==> config.mk <==
export PLATFORM = sky130hd
export DESIGN_NAME = mbtrain_seq_tx_flat
export DESIGN_NICKNAME = d
export VERILOG_FILES = /design/src/rtl/mbtrain_pkg.sv /design/src/rtl/mbtrain_seq_tx_if.sv /design/src/rtl/mbtrain_timeout_cnt.sv /design/src/rtl/mbtrain_seq_tx.sv /design/src/flat_wrapper.sv
export SDC_FILE = /design/constraint.sdc
export NUM_CORES = 1
export LEC_CHECK = 0
export ABC_CLOCK_PERIOD_IN_PS = 4850
export CAP_MARGIN = 20
export CORE_ASPECT_RATIO = 1.5
export CORE_MARGIN = 2
export CORE_UTILIZATION = 40
export DETAILED_ROUTE_END_ITERATION = 8
export PLACE_DENSITY = 0.65
export SYNTH_ARGS = -nofsm -noshare
export SYNTH_HDL_FRONTEND = slang
export SYNTH_SLANG_ARGS = --single-unit
export TNS_END_PERCENT = 50
==> constraint.sdc <==
create_clock -name clk -period 4.85 [get_ports clk]
set_input_delay 0.97 -clock clk [delete_from_list [all_inputs] [get_ports clk]]
set_output_delay 0.97 -clock clk [all_outputs]
set_load 0.005 [all_outputs]
==> src/rtl/mbtrain_pkg.sv <==
`default_nettype none
// ============================================================================
// Module      : mbtrain_pkg
// Description : Shared definitions for the mainband training sideband
//               sequencer: FSM state encoding and the default sideband
//               message codes used by the request/response handshake.
// Revision    : 1.0 - initial release
// ============================================================================
package mbtrain_pkg;

   // Default sideband message code width
   localparam int c_msg_w = 4;

   // Default request/response codes for the two-step training sequence
   localparam logic [3:0] c_msg_start_req  = 4'b0001;
   localparam logic [3:0] c_msg_start_resp = 4'b0010;
   localparam logic [3:0] c_msg_end_req    = 4'b0011;
   localparam logic [3:0] c_msg_end_resp   = 4'b0100;

   // Sequencer state encoding
   typedef enum logic [2:0] {
      ST_IDLE      = 3'd0,
      ST_CAL       = 3'd1,
      ST_SEND      = 3'd2,
      ST_WAIT_RESP = 3'd3,
      ST_DONE      = 3'd4,
      ST_ERROR     = 3'd5
   } mbtrain_state_e;

endpackage : mbtrain_pkg
`default_nettype wire

==> src/rtl/mbtrain_seq_tx_if.sv <==
`default_nettype none
// ============================================================================
// Module      : mbtrain_seq_tx_if
// Description : Sideband handshake bundle between the training sequencer and
//               the sideband transmit/receive logic.
//                 i_sideband_valid           decoded partner message valid
//                 i_decoded_sideband_message received partner message code
//                 i_busy_negedge_detected    transmitter finished a message
//                 i_valid_rx                 receive path owns the shared mux
//                 o_sideband_message         request code to transmit
//                 o_valid_tx                 request pending transmission
//               master: sequencer side, slave: sideband logic side.
// Revision    : 1.0 - initial release
// ============================================================================
interface mbtrain_seq_tx_if
   import mbtrain_pkg::*;
#(
   parameter int MSG_W = c_msg_w
);
   logic             i_sideband_valid;
   logic [MSG_W-1:0] i_decoded_sideband_message;
   logic             i_busy_negedge_detected;
   logic             i_valid_rx;
   logic [MSG_W-1:0] o_sideband_message;
   logic             o_valid_tx;

   modport master (
      input  i_sideband_valid,
      input  i_decoded_sideband_message,
      input  i_busy_negedge_detected,
      input  i_valid_rx,
      output o_sideband_message,
      output o_valid_tx
   );

   modport slave (
      output i_sideband_valid,
      output i_decoded_sideband_message,
      output i_busy_negedge_detected,
      output i_valid_rx,
      input  o_sideband_message,
      input  o_valid_tx
   );
endinterface : mbtrain_seq_tx_if
`default_nettype wire

==> src/rtl/mbtrain_timeout_cnt.sv <==
`default_nettype none
// ============================================================================
// Module      : mbtrain_timeout_cnt
// Description : Per-attempt response timeout counter. Cleared by i_load,
//               counts while i_enable is high and saturates at the terminal
//               value, where o_expire is asserted.
//   Ports     : clk, rst      clock / synchronous active-high reset
//               i_load        clear the count (has priority over i_enable)
//               i_enable      advance the count this cycle
//               o_expire      count has reached TIMEOUT_CYCLES-1
// Revision    : 1.0 - initial release
// ============================================================================
module mbtrain_timeout_cnt
   import mbtrain_pkg::*;
#(
   parameter int TIMEOUT_CYCLES = 1024
) (
   input  logic clk,
   input  logic rst,
   input  logic i_load,
   input  logic i_enable,
   output logic o_expire
);

   localparam int                 c_cnt_w = $clog2(TIMEOUT_CYCLES);
   localparam logic [c_cnt_w-1:0] c_last  = c_cnt_w'(TIMEOUT_CYCLES - 1);

   logic [c_cnt_w-1:0] r_cnt;

   // Saturating: the sequencer always leaves the attempt on expiry, so
   // holding at the terminal value only guards against wrap.
   always_ff @(posedge clk) begin
      if (rst) begin
         r_cnt <= '0;
      end else if (i_load) begin
         r_cnt <= '0;
      end else if (i_enable && (r_cnt != c_last)) begin
         r_cnt <= r_cnt + 1'b1;
      end
   end

   assign o_expire = (r_cnt == c_last);

endmodule : mbtrain_timeout_cnt
`default_nettype wire

==> src/rtl/mbtrain_seq_tx.sv <==
`default_nettype none
// ============================================================================
// Module      : mbtrain_seq_tx
// Description : Mainband training sideband request sequencer. After an
//               enable and a fixed calibration phase it issues N_STEPS
//               request codes in order, each waiting for its matching
//               response code. Unanswered requests are re-sent up to
//               MAX_RETRY times before the run is flagged as an error.
//   Ports     : clk, rst      clock / synchronous active-high reset
//               i_en          run enable; low aborts and idles the block
//               sb            sideband handshake bundle (master side)
//               o_test_ack    all steps completed
//               o_error       a step exhausted its retries
//               o_step        index of the active step
// Revision    : 1.0 - initial release
// ============================================================================
module mbtrain_seq_tx
   import mbtrain_pkg::*;
#(
   parameter int                       MSG_W          = c_msg_w,
   parameter int                       N_STEPS        = 2,
   parameter logic [N_STEPS*MSG_W-1:0] REQ_CODES      = {c_msg_end_req, c_msg_start_req},
   parameter logic [N_STEPS*MSG_W-1:0] RESP_CODES     = {c_msg_end_resp, c_msg_start_resp},
   parameter int                       CAL_CYCLES     = 1,
   parameter int                       TIMEOUT_CYCLES = 1024,
   parameter int                       MAX_RETRY      = 2
) (
   input  logic             clk,
   input  logic             rst,
   input  logic             i_en,
   mbtrain_seq_tx_if.master sb,
   output logic             o_test_ack,
   output logic             o_error,
   output logic [2:0]       o_step
);

   // ------------------------------------------------------------------------
   // Counter widths (a degenerate parameter still gets a 1-bit counter)
   // ------------------------------------------------------------------------
   localparam int c_step_w  = (N_STEPS > 1)    ? $clog2(N_STEPS)       : 1;
   localparam int c_cal_w   = (CAL_CYCLES > 1) ? $clog2(CAL_CYCLES)    : 1;
   localparam int c_retry_w = (MAX_RETRY > 0)  ? $clog2(MAX_RETRY + 1) : 1;

   localparam logic [c_step_w-1:0]  c_last_step = c_step_w'(N_STEPS - 1);
   localparam logic [c_cal_w-1:0]   c_last_cal  = c_cal_w'(CAL_CYCLES - 1);
   localparam logic [c_retry_w-1:0] c_max_retry = c_retry_w'(MAX_RETRY);

   // ------------------------------------------------------------------------
   // Per-step code tables unpacked from the flat parameters (step 0 = LSBs)
   // ------------------------------------------------------------------------
   logic [MSG_W-1:0] w_req_tab  [N_STEPS];
   logic [MSG_W-1:0] w_resp_tab [N_STEPS];

   for (genvar k = 0; k < N_STEPS; k++) begin : g_code_tab
      assign w_req_tab[k]  = REQ_CODES[k*MSG_W +: MSG_W];
      assign w_resp_tab[k] = RESP_CODES[k*MSG_W +: MSG_W];
   end

   // ------------------------------------------------------------------------
   // State and registered outputs
   // ------------------------------------------------------------------------
   mbtrain_state_e       r_state;
   logic [c_step_w-1:0]  r_step;
   logic [c_retry_w-1:0] r_retry;
   logic [c_cal_w-1:0]   r_cal;
   logic [MSG_W-1:0]     r_msg;
   logic                 r_valid_tx;
   logic                 r_test_ack;
   logic                 r_error;

   mbtrain_state_e       w_state_nxt;
   logic [c_step_w-1:0]  w_step_nxt;
   logic [c_retry_w-1:0] w_retry_nxt;
   logic [c_cal_w-1:0]   w_cal_nxt;
   logic [MSG_W-1:0]     w_msg_nxt;
   logic                 w_valid_tx_nxt;
   logic                 w_test_ack_nxt;
   logic                 w_error_nxt;

   logic                 w_tmr_load;
   logic                 w_tmr_en;
   logic                 w_expire;
   logic                 w_match;
   logic                 w_tx_done;
   logic [c_step_w-1:0]  w_step_inc;

   // Only a valid message carrying the current step's response code counts;
   // any other valid traffic on the sideband is ignored.
   assign w_match    = sb.i_sideband_valid &&
                       (sb.i_decoded_sideband_message == w_resp_tab[r_step]);

   // The transmitter's busy negedge only retires our request when the shared
   // sideband mux is not held by the receive path.
   assign w_tx_done  = sb.i_busy_negedge_detected && !sb.i_valid_rx;

   assign w_step_inc = r_step + 1'b1;
   assign w_tmr_en   = (r_state == ST_SEND) || (r_state == ST_WAIT_RESP);

   mbtrain_timeout_cnt #(
      .TIMEOUT_CYCLES (TIMEOUT_CYCLES)
   ) u_timeout_cnt (
      .clk      (clk),
      .rst      (rst),
      .i_load   (w_tmr_load),
      .i_enable (w_tmr_en),
      .o_expire (w_expire)
   );

   // ------------------------------------------------------------------------
   // State register
   // ------------------------------------------------------------------------
   always_ff @(posedge clk) begin
      if (rst) begin
         r_state    <= ST_IDLE;
         r_step     <= '0;
         r_retry    <= '0;
         r_cal      <= '0;
         r_msg      <= '0;
         r_valid_tx <= 1'b0;
         r_test_ack <= 1'b0;
         r_error    <= 1'b0;
      end else begin
         r_state    <= w_state_nxt;
         r_step     <= w_step_nxt;
         r_retry    <= w_retry_nxt;
         r_cal      <= w_cal_nxt;
         r_msg      <= w_msg_nxt;
         r_valid_tx <= w_valid_tx_nxt;
         r_test_ack <= w_test_ack_nxt;
         r_error    <= w_error_nxt;
      end
   end

   // ------------------------------------------------------------------------
   // Next-state and output logic
   // ------------------------------------------------------------------------
   always_comb begin
      w_state_nxt    = r_state;
      w_step_nxt     = r_step;
      w_retry_nxt    = r_retry;
      w_cal_nxt      = r_cal;
      w_msg_nxt      = r_msg;
      w_valid_tx_nxt = r_valid_tx;
      w_test_ack_nxt = r_test_ack;
      w_error_nxt    = r_error;
      w_tmr_load     = 1'b0;

      if (!i_en) begin
         // Disable aborts from any state back to a clean idle
         w_state_nxt    = ST_IDLE;
         w_step_nxt     = '0;
         w_retry_nxt    = '0;
         w_cal_nxt      = '0;
         w_msg_nxt      = '0;
         w_valid_tx_nxt = 1'b0;
         w_test_ack_nxt = 1'b0;
         w_error_nxt    = 1'b0;
         w_tmr_load     = 1'b1;
      end else begin
         case (r_state)
            ST_IDLE: begin
               w_state_nxt = ST_CAL;
               w_step_nxt  = '0;
               w_retry_nxt = '0;
               w_cal_nxt   = '0;
               w_tmr_load  = 1'b1;
            end

            ST_CAL: begin
               if (r_cal == c_last_cal) begin
                  w_state_nxt    = ST_SEND;
                  w_msg_nxt      = w_req_tab[r_step];
                  w_valid_tx_nxt = 1'b1;
                  w_tmr_load     = 1'b1;
               end else begin
                  w_cal_nxt = r_cal + 1'b1;
               end
            end

            ST_SEND, ST_WAIT_RESP: begin
               // Match is checked first so a response arriving on the
               // timeout cycle still completes the step.
               if (w_match) begin
                  if (r_step == c_last_step) begin
                     w_state_nxt    = ST_DONE;
                     w_test_ack_nxt = 1'b1;
                     w_msg_nxt      = '0;
                     w_valid_tx_nxt = 1'b0;
                  end else begin
                     w_state_nxt    = ST_SEND;
                     w_step_nxt     = w_step_inc;
                     w_retry_nxt    = '0;
                     w_msg_nxt      = w_req_tab[w_step_inc];
                     w_valid_tx_nxt = 1'b1;
                     w_tmr_load     = 1'b1;
                  end
               end else if (w_expire) begin
                  if (r_retry == c_max_retry) begin
                     w_state_nxt    = ST_ERROR;
                     w_error_nxt    = 1'b1;
                     w_valid_tx_nxt = 1'b0;
                  end else begin
                     // Re-send the same step's request
                     w_state_nxt    = ST_SEND;
                     w_retry_nxt    = r_retry + 1'b1;
                     w_msg_nxt      = w_req_tab[r_step];
                     w_valid_tx_nxt = 1'b1;
                     w_tmr_load     = 1'b1;
                  end
               end else if ((r_state == ST_SEND) && w_tx_done) begin
                  w_state_nxt    = ST_WAIT_RESP;
                  w_valid_tx_nxt = 1'b0;
               end
            end

            ST_DONE, ST_ERROR: begin
               // Terminal: hold everything until the enable drops
            end

            default: begin
               w_state_nxt = ST_IDLE;
            end
         endcase
      end
   end

   // ------------------------------------------------------------------------
   // Outputs
   // ------------------------------------------------------------------------
   assign sb.o_sideband_message = r_msg;
   assign sb.o_valid_tx         = r_valid_tx;
   assign o_test_ack            = r_test_ack;
   assign o_error               = r_error;
   assign o_step                = 3'(r_step);

endmodule : mbtrain_seq_tx
`default_nettype wire

==> src/flat_wrapper.sv <==
// flat-port wrapper written by rule: the top's interface ports become plain ports
module mbtrain_seq_tx_flat import mbtrain_pkg::*;
#(
   parameter int                       MSG_W          = c_msg_w,
   parameter int                       N_STEPS        = 2,
   parameter logic [N_STEPS*MSG_W-1:0] REQ_CODES      = {c_msg_end_req, c_msg_start_req},
   parameter logic [N_STEPS*MSG_W-1:0] RESP_CODES     = {c_msg_end_resp, c_msg_start_resp},
   parameter int                       CAL_CYCLES     = 1,
   parameter int                       TIMEOUT_CYCLES = 1024,
   parameter int                       MAX_RETRY      = 2
)
  (clk, rst, i_en, o_test_ack, o_error, o_step, sb_i_sideband_valid, sb_i_decoded_sideband_message, sb_i_busy_negedge_detected, sb_i_valid_rx, sb_o_sideband_message, sb_o_valid_tx);
  mbtrain_seq_tx_if #(.MSG_W(MSG_W)) sb_i ();
  input  logic clk;
  input  logic rst;
  input  logic i_en;
  output logic o_test_ack;
  output logic o_error;
  output logic [2:0] o_step;
  input wire logic [$bits(sb_i.i_sideband_valid)-1:0] sb_i_sideband_valid;
  input wire logic [$bits(sb_i.i_decoded_sideband_message)-1:0] sb_i_decoded_sideband_message;
  input wire logic [$bits(sb_i.i_busy_negedge_detected)-1:0] sb_i_busy_negedge_detected;
  input wire logic [$bits(sb_i.i_valid_rx)-1:0] sb_i_valid_rx;
  output wire logic [$bits(sb_i.o_sideband_message)-1:0] sb_o_sideband_message;
  output wire logic [$bits(sb_i.o_valid_tx)-1:0] sb_o_valid_tx;
  assign sb_i.i_sideband_valid = sb_i_sideband_valid;
  assign sb_i.i_decoded_sideband_message = sb_i_decoded_sideband_message;
  assign sb_i.i_busy_negedge_detected = sb_i_busy_negedge_detected;
  assign sb_i.i_valid_rx = sb_i_valid_rx;
  assign sb_o_sideband_message = sb_i.o_sideband_message;
  assign sb_o_valid_tx = sb_i.o_valid_tx;
  mbtrain_seq_tx #(.MSG_W(MSG_W), .N_STEPS(N_STEPS), .REQ_CODES(REQ_CODES), .RESP_CODES(RESP_CODES), .CAL_CYCLES(CAL_CYCLES), .TIMEOUT_CYCLES(TIMEOUT_CYCLES), .MAX_RETRY(MAX_RETRY)) u_core (.clk(clk), .rst(rst), .i_en(i_en), .sb(sb_i), .o_test_ack(o_test_ack), .o_error(o_error), .o_step(o_step));
endmodule
==> impl_metrics.tcl <==
set metrics [dict create \
    critPathSlowestCell "a31oi_2" \
    grt_max_degree 13 \
    clk_latency_ns 0.25 \
    p_per_area_nw_per_um2 237 \
    final_nets 158 \
    slowest_delay_ns 0.47 \
    path_class "primary input to flop" \
    status "finished clean" \
    critPathTopFamily "compound AO/OA/AOI/OAI gates" \
    setup_viol 0 \
    drtAntennaViolNets 0 \
    rr_endpoint "u_core.u_timeout_cnt.r_cnt[4]" \
    placed_cells 177 \
    hold_depth 2 \
    ys_seq_elements 21 \
    numCtsBuffers 3 \
    via_per_inst 5.10 \
    hold_path_end "u_core.r_retry[1]" \
    synthArstFlopShare_pct 0 \
    slew_headroom_pct 59.7 \
    drv_slew 0 \
    cp-startpoint "sb_i_sideband_valid" \
    end_kind "flop" \
    clkSinkCount 21 \
    drcViolationCount 0 \
    area.growth.synth_to_final_pct 16.3 \
    maxCapViolCount 0 \
    postCtsHoldBufs 0 \
    rsz0062_at_grt "no" \
    grt_pass1_vias 874 \
    hold_path.class "flop to flop" \
    synth_cell_types 43 \
    setup_tns_ns 0 \
    grt.total_usage_pct 14.8 \
    synth_warnings 0 \
    cts_repair_resize_count 0 \
    path_cells "clkdlybuf4s50_1, nor3b_1, o21a_1, o21ai_0, a31oi_2, nor3_1" \
    route.vias.total 923 \
    reg2reg_slack_ns 2.82 \
    synthCells 131 \
    antenna_found_initial 0 \
    hold_viol 0 \
    avgRoutedWirePerCell_um 12.5 \
    initial_utilization_pct 42.3 \
    path_buf_inv 1 \
    post_cts_buffers 0 \
    fin_util_pct 49.2 \
    required_ns 4.98 \
    cts_tree "built" \
    clk_pin_slew_ns 0.07 \
    clockBufferDepth 2 \
    worst_pin_slew_ns 0.601 \
    die_h_um 69.5 \
    ys_seq_area_share_pct 36.7 \
    design.core.area_sq_um 2710 \
    ir_drop_mv 0.162 \
    gp_congestion 0.862 \
    io_buffers 15 \
    critPathMaxFanout 11 \
    fmax_mhz 358 \
    routed_wl_mm 2.25 \
    root_buffer "clkbuf_8" \
    drive_above_1_share_pct 8.33 \
    synth_enable_flop_cells 0 \
    start_kind "primary input" \
    r2r-start "u_core.u_timeout_cnt.r_cnt[0]" \
    timing.final.crit_period_ns 2.79 \
    fill_cells 288 \
    holdCritStartpoint "u_core.r_retry[1]" \
    grt_overflow_total 0 \
    power_uw 316 \
    post-route-period-util_pct 57.6 \
    rows 23 \
    drt_iter0_markers 14 \
    die_area_sq_um 3310 \
    diodes 0 \
    first_pass_iters 4 \
    synthFlopType "dfxtp_1" \
    io_pins 20 \
    design_area_sq_um 1330 \
    dp_hpwl_mm 1.76 \
    grt_first_pass_wirelength_mm 3.75 \
    syn_area_sq_um 1140 \
    dpl-instance-area_sq_um 1290 \
    final_cells 181 \
    arrival_ns 2.92 \
    final.setup_skew_ns 0.00178 \
    htree_levels 1 \
    p_leak_nw 0.426 \
    rr_worst_depth 6 \
    syn_area_per_cell_sq_um 8.74 \
    die_x_um 47.7 \
]
[worst reg2reg max path: stages, from the launching register on]
cell and delay, ns:
dfxtp_1 0.38, ha_1 0.20, nand3_1 0.24, nor4_4 0.32, o21ai_0 0.20, a31oi_2 0.47
nor3_1 0.11
[area by class of cell]
cell class	instances	area, sq um	share of cell area, %
Multi-Input combinational cell	101	658	49.4
Timing Repair Buffer	15	150	11.3
Sequential cell	21	420	31.6
Clock buffer	4	45.0	3.38
Inverter	3	11.3	0.846
Tap cell	37	46.3	3.48
[logic make-up (layout without fill, tap and decap cells)]
logic type	count (synthesis)	in the layout	synth area share, %
simple gates	60	60	30.2
compound gates	23	23	14.1
flops	21	21	36.7
buf+inv	12	22	6.77
xor+xnor	9	9	6.88
fa+ha+maj	3	3	3.28
mux	2	2	1.75
other cells	1	4	0.328
[layout by cell type (no fill, tap or decap), drive strengths merged]
master	instances
a211oi	1
a21oi	4
a311oi	1
a31oi	4
and2	1
and3	3
and3b	1
clkbuf	4
clkdlybuf4s50	15
conb	4
dfxtp	21
ha	3
inv	3
mux2i	2
nand2	5
nand2b	4
nand3	7
nand3b	2
nand4	2
nor2	20
nor2b	4
nor3	4
nor3b	2
nor4	3
o21a	1
o21ai	6
o311a	1
o31a	1
o31ai	2
o32ai	1
o41ai	1
or2	1
or4	1
xnor2	5
xor2	4
[sequential cells by signal, summed over array words and instances (netlist names)]
register and flops:
u_core.o_error 1, u_core.o_test_ack 1, u_core.r_retry 2, u_core.r_state 3, u_core.r_step 1, u_core.sb.o_sideband_message 2
u_core.sb.o_valid_tx 1, u_core.u_timeout_cnt.r_cnt 10
[through the flow]
step	hold slack [ns]	worst slack, ns
floorplan	0.444	2.56
global placement	0.460	1.86
detailed placement	0.463	1.79
CTS	0.491	2.06
global route	0.513	1.91
finish	0.492	2.06
[layer usage]
layer / GRT usage [%] / vias up / share of wire, %
li1: - / 477 / -
met1: 17.6 / 428 / 43
met2: 24.1 / 14 / 53
met3: 2.34 / 4 / 2.2
met4: 6.91 / 0 / 1.6
met5: 0 / - / 0
[worst max path at each step]
stage                                               end  slack (ns)  cells past startpoint
after floorplan           u_core.u_timeout_cnt.r_cnt[4]        2.56                      6
after global placement    u_core.u_timeout_cnt.r_cnt[4]        1.86                      6
after detailed placement  u_core.u_timeout_cnt.r_cnt[3]        1.79                      6
after CTS                 u_core.u_timeout_cnt.r_cnt[3]        2.06                      6
after global routing      u_core.u_timeout_cnt.r_cnt[4]        1.91                      6
final                     u_core.u_timeout_cnt.r_cnt[4]        2.06                      6
[synth_stat cells (all sizes together) (4+ instances only)]
| cell type | count | area [sq um] |
|---|---|---|
| a21oi | 4 | 20.0 |
| a31oi | 4 | 31.3 |
| buf | 8 | 61.3 |
| dfxtp | 21 | 420 |
| nand2 | 5 | 18.8 |
| nand2b | 4 | 25.0 |
| nand3 | 7 | 40.0 |
| nor2 | 20 | 75.1 |
| nor2b | 4 | 25.0 |
| nor3 | 4 | 25.0 |
| o21ai | 6 | 30.0 |
| xnor2 | 5 | 43.8 |
| xor2 | 4 | 35.0 |
[where the power goes]
| part | leakage, nW | internal, mW | switching (mW) |
|---|---|---|---|
| combinational | 0.234 | 0.0152 | 0.0123 |
| clock | 0.0228 | 0.0584 | 0.0534 |
| sequential | 0.170 | 0.174 | 0.00238 |
| total | 0.426 | 0.248 | 0.0680 |
(Power assumes the default switching activity.)
